File: config.mk
export PLATFORM = sky130hd
export DESIGN_NAME = e203_exu_flush_sched
export DESIGN_NICKNAME = d
export VERILOG_FILES = /design/src/rtl/e203_exu_flush_sched.sv
export SDC_FILE = /design/constraint.sdc
export NUM_CORES = 1
export LEC_CHECK = 0
export ABC_CLOCK_PERIOD_IN_PS = 4000
export CAP_MARGIN = 30
export CORE_UTILIZATION = 43
export DETAILED_ROUTE_END_ITERATION = 7
export PLACE_DENSITY = 0.86
export SLEW_MARGIN = 10
export SYNTH_ARGS = -nofsm -noshare
export SYNTH_HDL_FRONTEND = slang
export SYNTH_SLANG_ARGS = --single-unit
File: constraint.sdc
create_clock -name clk -period 4 [get_ports clk]
set_clock_uncertainty 0.15 [all_clocks]
set_input_delay 0.8 -clock clk [delete_from_list [all_inputs] [get_ports clk]]
set_output_delay 0.8 -clock clk [all_outputs]
set_load 0.02 [all_outputs]
File: src/rtl/e203_exu_flush_sched.sv
// Commit-side flush scheduler: arbitrates lp/ex/bj flush requests and WFI halt
// onto a single IFU flush channel plus the IFU/EXU halt handshakes.
module e203_exu_flush_sched #(
  parameter int unsigned PC_W        = 32,
  parameter int unsigned CNT_W       = 16,
  parameter int unsigned ACK_TIMEOUT = 64
) (
  input  logic             clk,
  input  logic             rst,
  input  logic             lp_req_valid,
  input  logic [PC_W-1:0]  lp_req_pc,
  output logic             lp_req_ready,
  input  logic             ex_req_valid,
  input  logic [PC_W-1:0]  ex_req_pc,
  output logic             ex_req_ready,
  input  logic             bj_req_valid,
  input  logic [PC_W-1:0]  bj_req_pc,
  output logic             bj_req_ready,
  input  logic             wfi_req_valid,
  output logic             wfi_req_ready,
  input  logic             wakeup,
  output logic             pipe_flush_req,
  output logic [PC_W-1:0]  pipe_flush_pc,
  input  logic             pipe_flush_ack,
  output logic             halt_ifu_req,
  input  logic             halt_ifu_ack,
  output logic             halt_exu_req,
  input  logic             halt_exu_ack,
  output logic             wfi_sleeping,
  output logic [CNT_W-1:0] flush_cnt,
  output logic             ack_timeout
);

  localparam int unsigned TO_W = (ACK_TIMEOUT > 0) ? $clog2(ACK_TIMEOUT + 1) : 1;
  localparam logic [TO_W-1:0] TO_LIM = TO_W'(ACK_TIMEOUT);

  typedef enum logic [1:0] {IDLE, FLUSH, HALT, SLEEP} state_t;

  state_t            state_q, state_d;
  logic              grant_lp, grant_ex, grant_bj, grant_wfi, flush_grant;
  logic [PC_W-1:0]   grant_pc;
  logic [PC_W-1:0]   flush_pc_q;
  logic [CNT_W-1:0]  flush_cnt_q;
  logic              ifu_flag_q, exu_flag_q;
  logic              halt_done;
  logic              waiting;
  logic [TO_W-1:0]   to_cnt_q;
  logic              ack_timeout_q;

  // Fixed priority grant; nothing is granted while rst is high so that a
  // request presented during reset is not captured.
  always_comb begin
    grant_lp  = 1'b0;
    grant_ex  = 1'b0;
    grant_bj  = 1'b0;
    grant_wfi = 1'b0;
    grant_pc  = '0;
    if (state_q == IDLE && !rst) begin
      if (lp_req_valid) begin
        grant_lp = 1'b1;
        grant_pc = lp_req_pc;
      end else if (ex_req_valid) begin
        grant_ex = 1'b1;
        grant_pc = ex_req_pc;
      end else if (bj_req_valid) begin
        grant_bj = 1'b1;
        grant_pc = bj_req_pc;
      end else if (wfi_req_valid) begin
        grant_wfi = 1'b1;
      end
    end
  end

  assign flush_grant = grant_lp | grant_ex | grant_bj;
  assign halt_done   = (ifu_flag_q | halt_ifu_ack) & (exu_flag_q | halt_exu_ack);
  assign waiting     = (state_q == FLUSH) || (state_q == HALT);

  always_comb begin
    state_d = state_q;
    case (state_q)
      IDLE: begin
        if (flush_grant)    state_d = FLUSH;
        else if (grant_wfi) state_d = HALT;
      end
      FLUSH: if (pipe_flush_ack) state_d = IDLE;
      HALT: begin
        if (wakeup)         state_d = IDLE;
        else if (halt_done) state_d = SLEEP;
      end
      SLEEP: if (wakeup) state_d = IDLE;
      default: state_d = IDLE;
    endcase
  end

  always_ff @(posedge clk) begin
    if (rst) begin
      state_q       <= IDLE;
      flush_pc_q    <= '0;
      flush_cnt_q   <= '0;
      ifu_flag_q    <= 1'b0;
      exu_flag_q    <= 1'b0;
      to_cnt_q      <= '0;
      ack_timeout_q <= 1'b0;
    end else begin
      state_q <= state_d;
      if (flush_grant) flush_pc_q <= grant_pc;
      if (state_q == FLUSH && pipe_flush_ack && flush_cnt_q != '1)
        flush_cnt_q <= flush_cnt_q + 1'b1;
      // Flags live only while halted; any exit (abort or wakeup) clears them.
      ifu_flag_q <= (state_d == HALT || state_d == SLEEP) &&
                    (ifu_flag_q || (state_q == HALT && halt_ifu_ack));
      exu_flag_q <= (state_d == HALT || state_d == SLEEP) &&
                    (exu_flag_q || (state_q == HALT && halt_exu_ack));
      if (waiting) begin
        if (to_cnt_q != TO_LIM) to_cnt_q <= to_cnt_q + 1'b1;
        if (ACK_TIMEOUT != 0 && (to_cnt_q + 1'b1) == TO_LIM) ack_timeout_q <= 1'b1;
      end else begin
        to_cnt_q <= '0;
      end
    end
  end

  assign lp_req_ready   = grant_lp;
  assign ex_req_ready   = grant_ex;
  assign bj_req_ready   = grant_bj;
  assign wfi_req_ready  = grant_wfi;
  assign pipe_flush_req = (state_q == FLUSH);
  assign pipe_flush_pc  = flush_pc_q;
  assign halt_ifu_req   = (state_q == HALT) || (state_q == SLEEP);
  assign halt_exu_req   = (state_q == HALT) || (state_q == SLEEP);
  assign wfi_sleeping   = (state_q == SLEEP);
  assign flush_cnt      = flush_cnt_q;
  assign ack_timeout    = ack_timeout_q;

endmodule

==> impl_metrics.csv <==
group,metric,value,unit
route,drc,0,
route,routed_wl,9390,um
cts,numCtsBuffers,9,
layout,n_antenna_cell,0,
layout,final_common_cell,"clkdlybuf4s50_1",
timing,hold_violations,0,
flow_run,maxCapViolCount,0,
worst_setup_path,required,3.05,ns
timing,relSlewSlack,57.9,%
grt,first_global_vias,3274,
grt,grt_first_pass_wirelength,14900,um
timing,final.period_utilization,85.6,%
cts,cts_root_buffer,"clkbuf_8",
worst_setup_path,cp-start-kind,"input port",
synthesis,synth-compound-area-share,32.8,%
hold_path,hold_path.class,"reg -> reg",
layout,postLayoutCoreUtil,72.7,%
place,dp_cells,601,
synthesis,yosys.area_share.simple,17.5,%
timing,fin_crit,3.43,ns
timing,rsz0062_at_grt,"false",
layout,fillers,529,
power_and_ir_drop,power,0.00161,W
layout,mostFrequentLayoutCells,"clkdlybuf4s50_1, dfxtp_1, a21oi_1, nand2_1, o211ai_1",
timing,timing.final.ws_setup,0.575,ns
cts,hold_buffers,0,
synthesis,synth_edf_count,0,
synthesis,synth_cells,369,
timing,fmax,0.292,GHz
cts,htree_levels,3,
timing,slew_viol_final,0,
route,vias,3440,
floorplan,die_area,0.00771,mm^2
layout,fin_nets,631,
timing,setup_viol,0,
synthesis,synthFlopType,"dfxtp_1",
synthesis,ys_ff_latch,60,
route,wl_per_cell,15.2,um
place,hpwl,6990,um
grt,track_usage,24.8,%
cts,clk_latency,0.33,ns
timing,tightestPinTransition,0.631,ns
cts,cts_buffer_depth,2,
place,pre_cts_ws,0.575,ns
synthesis,synth_nets,483,
synthesis,yosysWarnings,0,
power_and_ir_drop,power_density,319,mW/mm^2
worst_setup_path,critPathArrivalTime,2.48,ns
synthesis,async_flop_share,0,%
floorplan,io_pins,163,
synthesis,syn_avg_cell_area,8.58,um^2
place,place.gp.congestion,0.808,
floorplan,num_rows,30,
cts,clkTransAtPathRegs,0.06,ns
grt,grt_antenna_before_repair,0,
cts,clock-sinks,60,
route,viasPerCell,5.57,
worst_setup_path,critPathKind,"in -> out",
synthesis,ys_types,48,
power_and_ir_drop,power.leakage,1.72,nW
route,dr.pass1.iters,4,
place,io_buffers,162,
timing,setup_tns,0,ns
layout,area_growth_syn_to_layout,59.5,%
layout,stdcell_count,618,
synthesis,seq_area_frac_synth,37.9,%
cts,post_cts_resized,0,
synthesis,synth-xor-area-share,1.66,%
synthesis,muxShareOfSynthArea,0.632,%
cts,post_cts_buffers,0,
route,drt_iter0_drc,91,
floorplan,die_x,87.8,um
cts,cts_tree,"built",
power_and_ir_drop,vdd_drop_max,202,uV
synthesis,synth_area,0.00317,mm^2
synthesis,synth_top_family_by_area,"compound AO/OA/AOI/OAI gates",
outcome,status,"finished, final reports clean",
floorplan,initial_core_util,45.6,%
floorplan,core-area,0.00694,mm^2
worst_setup_path,crit_path_end_kind,"output pin",
synthesis,synthAdderAreaFrac,3.16,%
worst_setup_path,path_max_fanout,4,
route,drtAntennaViolNets,0,
floorplan,die_y,87.8,um
grt,grt_max_degree,56,
grt,grt_overflow,0,
layout,drive_above_1_share,8.62,%
power breakdown:
part           switching (W)  internal [W]
clock network       0.000232      0.000367
registers          0.0000175      0.000627
logic               0.000166      0.000202
total               0.000415       0.00120
synth_stat cells, drive strengths merged (4+ instances only):
library cell / n / area (um^2)
dfxtp: 60 / 1200
xor2: 4 / 35.0
or3: 10 / 71.3
o31ai: 7 / 52.6
o21ai: 10 / 50.0
nor2: 13 / 48.8
a221o: 31 / 310
nand4: 9 / 62.6
or4: 5 / 37.5
or2: 4 / 25.0
nand3: 4 / 20.0
clkbuf: 20 / 75.1
a21oi: 52 / 279
nor3: 4 / 25.0
nand2: 44 / 165
nand2b: 4 / 25.0
inv: 8 / 30.0
o211ai: 35 / 263
ha: 8 / 100
buf: 14 / 91.3
worst max-delay path, stage by stage:
cell and delay (ns):
clkdlybuf4s50_1 0.46, nor3_2 0.34, nand2_1 0.11, nor2_1 0.14
clkdlybuf4s50_1 0.62
metrics by stage:
step                      hold slack (ns)  area, um^2
after global placement              0.292        4810
after global routing                0.317        5050
final                               0.303        5050
after floorplan                     0.334        3170
after CTS                           0.304        5040
after detailed placement            0.295        4820
cells by family after synthesis:
family                     after synthesis
adders and majority gates                8
muxes                                    2
xor gates and xnor gates                 6
buffers and inverters                   43
DFF                                     60
AOI/OAI and AO/OA                      143
and+or+nand+nor                        107
layout make-up:
class | count | area [um^2] | share of cell area [%]
clock inverter | 4 | 72.6 | 1.44
sequential | 60 | 1200 | 23.8
clock buffer | 12 | 145 | 2.87
timing repair buffer | 171 | 1710 | 33.8
tap | 96 | 120 | 2.38
multi-input combinational | 266 | 1770 | 35.1
inverter | 9 | 33.8 | 0.669
routing by layer:
metal | share of wire [%] | GRT usage, %
met1 | 38 | 27.7
met2 | 52 | 44.7
met3 | 7.4 | 8.01
met4 | 2.2 | 7.45
met5 | 0 | 0
state kept, by name, indices dropped and copies added (netlist names):
signal / count
state_q: 2
exu_flag_q: 1
to_cnt_q: 7
flush_cnt: 16
ifu_flag_q: 1
pipe_flush_pc: 32
ack_timeout: 1
final timing paths:
path                                         from                 to  slack, ns  cells after the start
worst min register to register  pipe_flush_pc[13]  pipe_flush_pc[13]       0.30                      2
worst max register to register         state_q[0]   pipe_flush_pc[5]       1.86                      7
worst max-delay path                 bj_req_valid      wfi_req_ready       0.57                      5
worst min-delay path            pipe_flush_pc[13]  pipe_flush_pc[13]       0.30                      2
Note: power is estimated with default switching activity, not from simulation.
